==> src/rtl/pipe_ctrl_if.sv <==
// ============================================================================
// Module      : pipe_ctrl_if
// Description : Bundles the hazard/flow signals that run between the rv32
//               datapath and pipe_ctrl. The datapath side holds the master
//               modport and pipe_ctrl holds the slave modport.
// Revision    : 1.0 - initial release
// ============================================================================
`default_nettype none

interface pipe_ctrl_if #(
    parameter int XLEN = 32
);
    // Events presented by the datapath
    logic            ex_jump;
    logic [XLEN-1:0] ex_jump_addr;
    logic            ex_mem_read_en;
    logic [4:0]      ex_rd;
    logic [4:0]      id_rs1;
    logic [4:0]      id_rs2;
    logic            id_rs1_en;
    logic            id_rs2_en;
    logic            mem_busy;

    // Controls returned to the datapath
    logic            pc_jump;
    logic [XLEN-1:0] pc_jump_addr;
    logic            pc_pause;
    logic            if_id_hold;
    logic            id_ex_hold;
    logic            if_id_flush;
    logic            id_ex_flush;
    logic [1:0]      state;
    logic [31:0]     stall_cnt;
    logic [31:0]     flush_cnt;

    modport master (
        output ex_jump, ex_jump_addr, ex_mem_read_en, ex_rd,
               id_rs1, id_rs2, id_rs1_en, id_rs2_en, mem_busy,
        input  pc_jump, pc_jump_addr, pc_pause, if_id_hold, id_ex_hold,
               if_id_flush, id_ex_flush, state, stall_cnt, flush_cnt
    );

    modport slave (
        input  ex_jump, ex_jump_addr, ex_mem_read_en, ex_rd,
               id_rs1, id_rs2, id_rs1_en, id_rs2_en, mem_busy,
        output pc_jump, pc_jump_addr, pc_pause, if_id_hold, id_ex_hold,
               if_id_flush, id_ex_flush, state, stall_cnt, flush_cnt
    );
endinterface

`default_nettype wire

==> src/rtl/pipe_ctrl.sv <==
// ============================================================================
// Module      : pipe_ctrl
// Description : Pipeline hazard and flow controller for the rv32 core. Owns
//               pc pause/redirect, IF/ID and ID/EX hold and flush, and keeps
//               stall/flush cycle counters. Outputs are Mealy (state plus the
//               current cycle's inputs); priority is mem_busy > ex_jump >
//               load-use hazard.
// Revision    : 1.0 - initial release
// ============================================================================
`default_nettype none

module pipe_ctrl #(
    parameter int XLEN         = 32,
    parameter int FLUSH_CYCLES = 2      // legal range 1..7
) (
    input  wire logic       clk,
    input  wire logic       rst,
    pipe_ctrl_if.slave      bus
);

    typedef enum logic [1:0] {
        ST_RUN        = 2'd0,
        ST_LOAD_STALL = 2'd1,
        ST_FLUSH      = 2'd2,
        ST_HOLD       = 2'd3
    } state_t;

    // The jump cycle itself is the first flush cycle, so FLUSH covers the rest.
    localparam logic [2:0] C_FLUSH_INIT = 3'(FLUSH_CYCLES - 1);
    localparam bit         C_HAS_FLUSH  = (FLUSH_CYCLES > 1);

    state_t          r_state;
    state_t          w_next_state;
    logic [2:0]      r_fcnt;
    logic [2:0]      w_next_fcnt;
    logic [31:0]     r_stall_cnt;
    logic [31:0]     r_flush_cnt;

    logic            w_hazard;
    logic            w_stall_inc;
    logic            w_flush_inc;
    logic            w_pc_jump;
    logic [XLEN-1:0] w_pc_jump_addr;
    logic            w_pc_pause;
    logic            w_if_id_hold;
    logic            w_id_ex_hold;
    logic            w_if_id_flush;
    logic            w_id_ex_flush;

    // Load-use hazard: a load in ex writes a register the id instruction reads.
    always_comb begin
        w_hazard = bus.ex_mem_read_en && (bus.ex_rd != 5'd0) &&
                   ((bus.id_rs1_en && (bus.id_rs1 == bus.ex_rd)) ||
                    (bus.id_rs2_en && (bus.id_rs2 == bus.ex_rd)));
    end

    // Next-state and Mealy output decode; reset forces every output low at once.
    always_comb begin
        w_next_state   = r_state;
        w_next_fcnt    = r_fcnt;
        w_stall_inc    = 1'b0;
        w_flush_inc    = 1'b0;
        w_pc_jump      = 1'b0;
        w_pc_jump_addr = '0;
        w_pc_pause     = 1'b0;
        w_if_id_hold   = 1'b0;
        w_id_ex_hold   = 1'b0;
        w_if_id_flush  = 1'b0;
        w_id_ex_flush  = 1'b0;

        if (!rst) begin
            case (r_state)
                ST_FLUSH: begin
                    // ex holds a bubble here, so busy and jump are both ignored.
                    w_if_id_flush = 1'b1;
                    w_id_ex_flush = 1'b1;
                    if (r_fcnt <= 3'd1) begin
                        w_next_state = ST_RUN;
                        w_next_fcnt  = 3'd0;
                    end else begin
                        w_next_fcnt  = r_fcnt - 3'd1;
                    end
                end
                default: begin
                    // RUN, LOAD_STALL and HOLD share the event priority chain;
                    // a jump seen while busy is re-presented once busy drops.
                    if (bus.mem_busy) begin
                        w_pc_pause   = 1'b1;
                        w_if_id_hold = 1'b1;
                        w_id_ex_hold = 1'b1;
                        w_stall_inc  = 1'b1;
                        w_next_state = ST_HOLD;
                    end else if (bus.ex_jump) begin
                        w_pc_jump      = 1'b1;
                        w_pc_jump_addr = bus.ex_jump_addr;
                        w_if_id_flush  = 1'b1;
                        w_id_ex_flush  = 1'b1;
                        w_flush_inc    = 1'b1;
                        if (C_HAS_FLUSH) begin
                            w_next_state = ST_FLUSH;
                            w_next_fcnt  = C_FLUSH_INIT;
                        end else begin
                            w_next_state = ST_RUN;
                        end
                    end else if (w_hazard && (r_state != ST_LOAD_STALL)) begin
                        // One bubble into ex while pc and IF/ID wait for the load.
                        w_pc_pause    = 1'b1;
                        w_if_id_hold  = 1'b1;
                        w_id_ex_flush = 1'b1;
                        w_stall_inc   = 1'b1;
                        w_next_state  = ST_LOAD_STALL;
                    end else begin
                        w_next_state = ST_RUN;
                    end
                end
            endcase
        end
    end

    // State, flush counter and performance counters.
    always_ff @(posedge clk or posedge rst) begin
        if (rst) begin
            r_state     <= ST_RUN;
            r_fcnt      <= 3'd0;
            r_stall_cnt <= 32'd0;
            r_flush_cnt <= 32'd0;
        end else begin
            r_state <= w_next_state;
            r_fcnt  <= w_next_fcnt;
            if (w_stall_inc) begin
                r_stall_cnt <= r_stall_cnt + 32'd1;
            end
            if (w_flush_inc) begin
                r_flush_cnt <= r_flush_cnt + 32'd1;
            end
        end
    end

    assign bus.pc_jump      = w_pc_jump;
    assign bus.pc_jump_addr = w_pc_jump_addr;
    assign bus.pc_pause     = w_pc_pause;
    assign bus.if_id_hold   = w_if_id_hold;
    assign bus.id_ex_hold   = w_id_ex_hold;
    assign bus.if_id_flush  = w_if_id_flush;
    assign bus.id_ex_flush  = w_id_ex_flush;
    assign bus.state        = r_state;
    assign bus.stall_cnt    = r_stall_cnt;
    assign bus.flush_cnt    = r_flush_cnt;

endmodule

`default_nettype wire

==> src/flat_wrapper.sv <==
// flat-port wrapper written by rule: the top's interface ports become plain ports
module pipe_ctrl_flat 
#(
    parameter int XLEN         = 32,
    parameter int FLUSH_CYCLES = 2                         
)
  (clk, rst, bus_ex_jump, bus_ex_jump_addr, bus_ex_mem_read_en, bus_ex_rd, bus_id_rs1, bus_id_rs2, bus_id_rs1_en, bus_id_rs2_en, bus_mem_busy, bus_pc_jump, bus_pc_jump_addr, bus_pc_pause, bus_if_id_hold, bus_id_ex_hold, bus_if_id_flush, bus_id_ex_flush, bus_state, bus_stall_cnt, bus_flush_cnt);
  pipe_ctrl_if #(.XLEN(XLEN)) bus_i ();
  input  wire logic clk;
  input  wire logic rst;
  input wire logic [$bits(bus_i.ex_jump)-1:0] bus_ex_jump;
  input wire logic [$bits(bus_i.ex_jump_addr)-1:0] bus_ex_jump_addr;
  input wire logic [$bits(bus_i.ex_mem_read_en)-1:0] bus_ex_mem_read_en;
  input wire logic [$bits(bus_i.ex_rd)-1:0] bus_ex_rd;
  input wire logic [$bits(bus_i.id_rs1)-1:0] bus_id_rs1;
  input wire logic [$bits(bus_i.id_rs2)-1:0] bus_id_rs2;
  input wire logic [$bits(bus_i.id_rs1_en)-1:0] bus_id_rs1_en;
  input wire logic [$bits(bus_i.id_rs2_en)-1:0] bus_id_rs2_en;
  input wire logic [$bits(bus_i.mem_busy)-1:0] bus_mem_busy;
  output wire logic [$bits(bus_i.pc_jump)-1:0] bus_pc_jump;
  output wire logic [$bits(bus_i.pc_jump_addr)-1:0] bus_pc_jump_addr;
  output wire logic [$bits(bus_i.pc_pause)-1:0] bus_pc_pause;
  output wire logic [$bits(bus_i.if_id_hold)-1:0] bus_if_id_hold;
  output wire logic [$bits(bus_i.id_ex_hold)-1:0] bus_id_ex_hold;
  output wire logic [$bits(bus_i.if_id_flush)-1:0] bus_if_id_flush;
  output wire logic [$bits(bus_i.id_ex_flush)-1:0] bus_id_ex_flush;
  output wire logic [$bits(bus_i.state)-1:0] bus_state;
  output wire logic [$bits(bus_i.stall_cnt)-1:0] bus_stall_cnt;
  output wire logic [$bits(bus_i.flush_cnt)-1:0] bus_flush_cnt;
  assign bus_i.ex_jump = bus_ex_jump;
  assign bus_i.ex_jump_addr = bus_ex_jump_addr;
  assign bus_i.ex_mem_read_en = bus_ex_mem_read_en;
  assign bus_i.ex_rd = bus_ex_rd;
  assign bus_i.id_rs1 = bus_id_rs1;
  assign bus_i.id_rs2 = bus_id_rs2;
  assign bus_i.id_rs1_en = bus_id_rs1_en;
  assign bus_i.id_rs2_en = bus_id_rs2_en;
  assign bus_i.mem_busy = bus_mem_busy;
  assign bus_pc_jump = bus_i.pc_jump;
  assign bus_pc_jump_addr = bus_i.pc_jump_addr;
  assign bus_pc_pause = bus_i.pc_pause;
  assign bus_if_id_hold = bus_i.if_id_hold;
  assign bus_id_ex_hold = bus_i.id_ex_hold;
  assign bus_if_id_flush = bus_i.if_id_flush;
  assign bus_id_ex_flush = bus_i.id_ex_flush;
  assign bus_state = bus_i.state;
  assign bus_stall_cnt = bus_i.stall_cnt;
  assign bus_flush_cnt = bus_i.flush_cnt;
  pipe_ctrl #(.XLEN(XLEN), .FLUSH_CYCLES(FLUSH_CYCLES)) u_core (.clk(clk), .rst(rst), .bus(bus_i));
endmodule
==> config.mk <==
export PLATFORM = sky130hd
export DESIGN_NAME = pipe_ctrl_flat
export DESIGN_NICKNAME = d
export VERILOG_FILES = /design/src/rtl/pipe_ctrl_if.sv /design/src/rtl/pipe_ctrl.sv /design/src/flat_wrapper.sv
export SDC_FILE = /design/constraint.sdc
export NUM_CORES = 1
export LEC_CHECK = 0
export ABC_AREA = 1
export CAP_MARGIN = 25
export CORE_MARGIN = 2
export CORE_UTILIZATION = 47
export CTS_CLUSTER_SIZE = 16
export DETAILED_ROUTE_END_ITERATION = 8
export HOLD_SLACK_MARGIN = 0.03
export PLACE_DENSITY = 0.82
export SLEW_MARGIN = 20
export SYNTH_ARGS = -nofsm -noshare
export SYNTH_HDL_FRONTEND = slang
export SYNTH_SLANG_ARGS = --single-unit
==> constraint.sdc <==
create_clock -name clk -period 4.8 [get_ports clk]
set_input_delay 1.44 -clock clk [delete_from_list [all_inputs] [get_ports clk]]
set_output_delay 1.44 -clock clk [all_outputs]
set_load 0.02 [all_outputs]
Word-level counts from Yosys, hierarchy flattened
Index checks and enable logic that the tools add are counted.

Add/sub/neg operators: 3. Multipliers: 0. Divide/modulo/power cells: 0. Magnitude comparators: 1. Eq/ne operators: 6. Shift-type cells: 0. Multiplexer cells: 31. Bitwise gates (word level): 1. Reduce and logical (&&, ||, !) cells: 10.

Operators with widths (count): two-way mux 32 bit (4); adder 32 x 1 -> 32 bit, second input constant (2); two-way mux 1 bit (19); two-way mux 3 bit (4); equality test 5 bit (2); two-way mux 2 bit (4); inequality test 2 x 1 -> 1 bit, second input constant (3); logical AND 1 bit (5); nonzero test 5 bit (1); less-or-equal comparator 3 x 1 -> 1 bit, second input constant (1); AND reduction 3 bit (1); subtractor 3 x 1 -> 3 bit, second input constant (1); equality test 2 bit, second input constant (1); AND reduction 2 bit (1); nonzero test 2 bit (1); logical OR 1 bit (1); NOT 1 bit (1).

Bits in registers: 69. Bits in latches: 0. RAM bits: 0. Memory bits (read-only): 0. Input bits: 54. Output and inout bits: 104. Memories: 0.

Longest topological paths before layout
Depth in word-level cells: 10. Gate-level depth with buffers: 11. Depth with buffers taken out: 10.

Worst setup path after synthesis
OpenSTA, ideal clock, no wires.

Kind: input -> output. Start: input port rst. End: output port bus_pc_jump_addr[10]. Arrival time: 3.238 ns. Data required time: 3.360 ns. Slack: 0.122 ns. Cell stages on the path: 5. Path through: inv_2 > nand4_4 > buf_2 > buf_2 > nor2_1.

Word-level cells in the longest chain between the ends: 1.

Ends and longest elaborated chain: start: declaration (line flat_wrapper.sv:10) `input wire logic rst;`; two-way mux 32 bit (line pipe_ctrl.sv:71) `if (!rst) begin`; end: declaration (line flat_wrapper.sv:21) `output wire logic [$bits(bus_i.pc_jump_addr)-1:0] bus_pc_jump_addr;`.

Every way passes these cells.

Worst setup path in the final report
Start: input port rst. End: output port bus_pc_jump_addr[14].

The elaborated chain is that of the path after synthesis.

==> reports/summary.txt <==
Status -> finished, final reports clean
N_diodes -> 0
Filler instances -> 891
Die width -> 105 µm
Die Y -> 105 µm
R2r worst-path depth -> 8
Fin Hold WS -> 0.533 ns
Period utilisation layout -> 0.955
Clk root buf -> clkbuf_8
CP max FO -> 44
NetSw -> 0.651 mW
Critical Path Max Stage Delay -> 0.63 ns
Num CTS Buffers -> 9
Sequential area share after synthesis -> 0.362
Area Growth Syn to Fin -> 41.2%
Synth Area per Inst -> 6.55 µm²
Crit path top cell by count -> clkdlybuf4s50_1
Row count -> 36
Worst Path Required -> 3.36 ns
I/O pin cnt -> 158
Worst Setup End Kind -> primary output
Max Cap Viol -> 0
CTS tree -> built
Core Area -> 9820 µm²
Metal3 WL -> 645 µm
Post CTS Setup Buffer Count -> 0
1st-pass router iterations -> 5
Setup_tns -> 0 ns
Number of routed nets with antenna violations -> 0
Vias -> 5102
Max clock buf depth -> 2
DRT Wirelength -> 14.6 mm
Grt ovf -> 0
Global placement routability congestion -> 0.981
Wire length on met2 -> 7.55 mm
Starting Density -> 0.485
Slowest cell on the critical path -> clkdlybuf4s50_1
Pre-CTS setup slack -> 0.0748 ns
Design area -> 6730 µm²
Final setup violation count -> 0
Relative slew slack -> 0.408
Crit path cell chain -> clkdlybuf4s50_1 -> inv_2 -> nand4_4 -> buf_12 -> nor2_1 -> clkdlybuf4s50_1
WL met1 -> 6.09 mm
Netlist cell types -> 32
Top layer in use -> met4
DR vias/cell -> 4.97
Vias in the first global route -> 5131
CTS sink count -> 69
Switching Share -> 0.345
Post-Syn Instances -> 728
Hold Crit Class -> reg -> reg
Seq pwr share -> 0.381
Post-Syn Area -> 4770 µm²
Drc violations -> 0
Nets -> 946
Lkg Pwr -> 3.28 nW
Antenna violations before repair -> 0
Area contributors post-synth -> dfrtp_1, nand2_1, nor2_1, inv_1, nand3_1
Hold Path Stages -> 1
Port bufs -> 157
Synth top area share -> 0.362
Internal Dissipation -> 1.24 mW
Per-cell routed wire length -> 14.3 µm
First-pass GRT wire length -> 24.6 mm
Largest net degree at the start of global routing -> 72
Comb power frac -> 0.304
HPWL after detailed placement -> 11.4 mm
Synth area leader -> dfrtp_1
Crit path kind -> in -> out
Clock power share -> 0.314
RSZ-0062 raised after global routing -> no
Syn_nets -> 786
Latest clock arrival within the worst-skew pair -> 0.36 ns
Utilization after layout -> 0.685
Share of cells above drive strength 1 -> 0.0560
Peak Freq -> 218 MHz
PnR worst setup slack -> 0.217 ns
Post-DP Area -> 6480 µm²
WP data arrival -> 3.14 ns
H-Tree Depth -> 3
Overall Global Routing Usage -> 0.273
Max-slew violations -> 0
Fin Clk Skew -> 0.0166 ns
Post-route minimum period -> 4.58 ns
Initial DRC count -> 279
Reg clk slew, reported paths -> 0.08 ns
Final count of hold timing violations -> 0
#FFs+latches synth -> 69
Worst slew pin tran -> 0.889 ns
Yosys warns -> 0
Pwr Density -> 281 nW/µm²
Startpoint Class -> input pin
DIE AREA -> 11000 µm²
Peak VDD IR -> 0.000163 V
-- synth_stat cells, drive strengths merged --
| cell | number |
|---|---|
| clkinv | 1 |
| o21a | 1 |
| nand3b | 8 |
| a31o | 1 |
| dfrtp | 69 |
| buf | 14 |
| or2 | 1 |
| nand3 | 64 |
| xnor2 | 10 |
| nand2 | 261 |
| nor3 | 25 |
| nor2 | 119 |
| a32oi | 1 |
| nand4 | 10 |
| o211ai | 1 |
| xor2 | 31 |
| clkbuf | 1 |
| ha | 4 |
| inv | 100 |
| o22ai | 1 |
| o21ai | 5 |
-- cells in the final DEF, fill, tap and decap left out, types with 2 or more instances in the layout --
cell type,count
ha_1,4
nand2_2,4
dfrtp_1,69
buf_4,6
clkinv_2,2
nor3_2,4
dlymetal6s2s_1,3
nand3b_1,8
nor2_4,2
clkdlybuf4s50_1,154
inv_2,6
nor2_2,2
inv_6,2
nor3_1,21
inv_1,94
clkbuf_8,9
nand4_1,9
nand2_1,256
xor2_1,31
nor2_1,115
nand3_2,4
xnor2_1,10
bufinv_16,3
nand3_1,60
o21ai_0,5
-- cells by family after synthesis --
kind of cell | share of synthesized area
compound gates | 0.0134
xor+xnor | 0.0753
fa+ha+maj | 0.0105
buf+inv | 0.0992
flops | 0.362
simple gates | 0.439
-- worst paths after layout --
path	to	slack [ns]	from
setup / recovery	bus_pc_jump_addr[14]	0.22	rst
max in group asynchronous	u_core.bus.stall_cnt[17]	2.38	rst
hold / removal	u_core.bus.flush_cnt[17]	0.53	u_core.bus.flush_cnt[17]
setup reg to reg	u_core.bus.stall_cnt[30]	2.93	u_core.bus.stall_cnt[0]
min in group asynchronous	u_core.r_fcnt[2]	1.82	rst
hold reg to reg	u_core.bus.flush_cnt[17]	0.53	u_core.bus.flush_cnt[17]
-- metrics by stage --
stage,power [mW],instances
after global placement,1.29,1010
after CTS,1.90,1026
after floorplan,1.05,728
after global routing,1.99,1026
final,1.89,1026
after detailed placement,1.31,1010
-- layout make-up --
class / instances / area [µm²] / share of cell area
multi-input cells: 543 / 2570 / 0.381
clock inverters: 7 / 120 / 0.0179
inverters: 101 / 380 / 0.0565
well taps: 133 / 166 / 0.0247
flip-flops and latches: 69 / 1730 / 0.257
clock buffers: 9 / 124 / 0.0184
repair buffers: 164 / 1640 / 0.244
-- per-layer routing --
metal  GRT usage  up-vias
li1            -     2553
met1       0.337     2367
met2       0.486      150
met3      0.0412       32
met4      0.0905        0
met5           0        -
-- timing repair --
action / 4_1_cts / 5_1_grt
endpoints found under the setup margin: 0 / 3
gates resized for setup: 0 / 3
hold buffers: 0 / 0
hold endpoints to repair: 0 / 0
-- power by group through the flow --
stage          sequential, mW  combinational (mW)  clock [mW]
2_1_floorplan           0.774               0.272           0
3_3_place_gp            0.728               0.559           0
3_5_place_dp            0.731               0.578           0
4_1_cts                 0.722               0.579       0.598
5_1_grt                 0.734               0.626       0.627
6_report                0.721               0.575       0.594
-- worst max-delay path: cells and delay by family --
family / cells / cell delay (ns)
buffers and inverters: 4 / 1.43
AND/OR/NAND/NOR: 2 / 0.25
-- flip-flops by register name, summed over array words and instances (netlist names) --
signal	count
u_core.bus.flush_cnt	32
u_core.bus.state	2
u_core.bus.stall_cnt	32
u_core.r_fcnt	3
No activity file was read; power rests on OpenSTA's default activity.
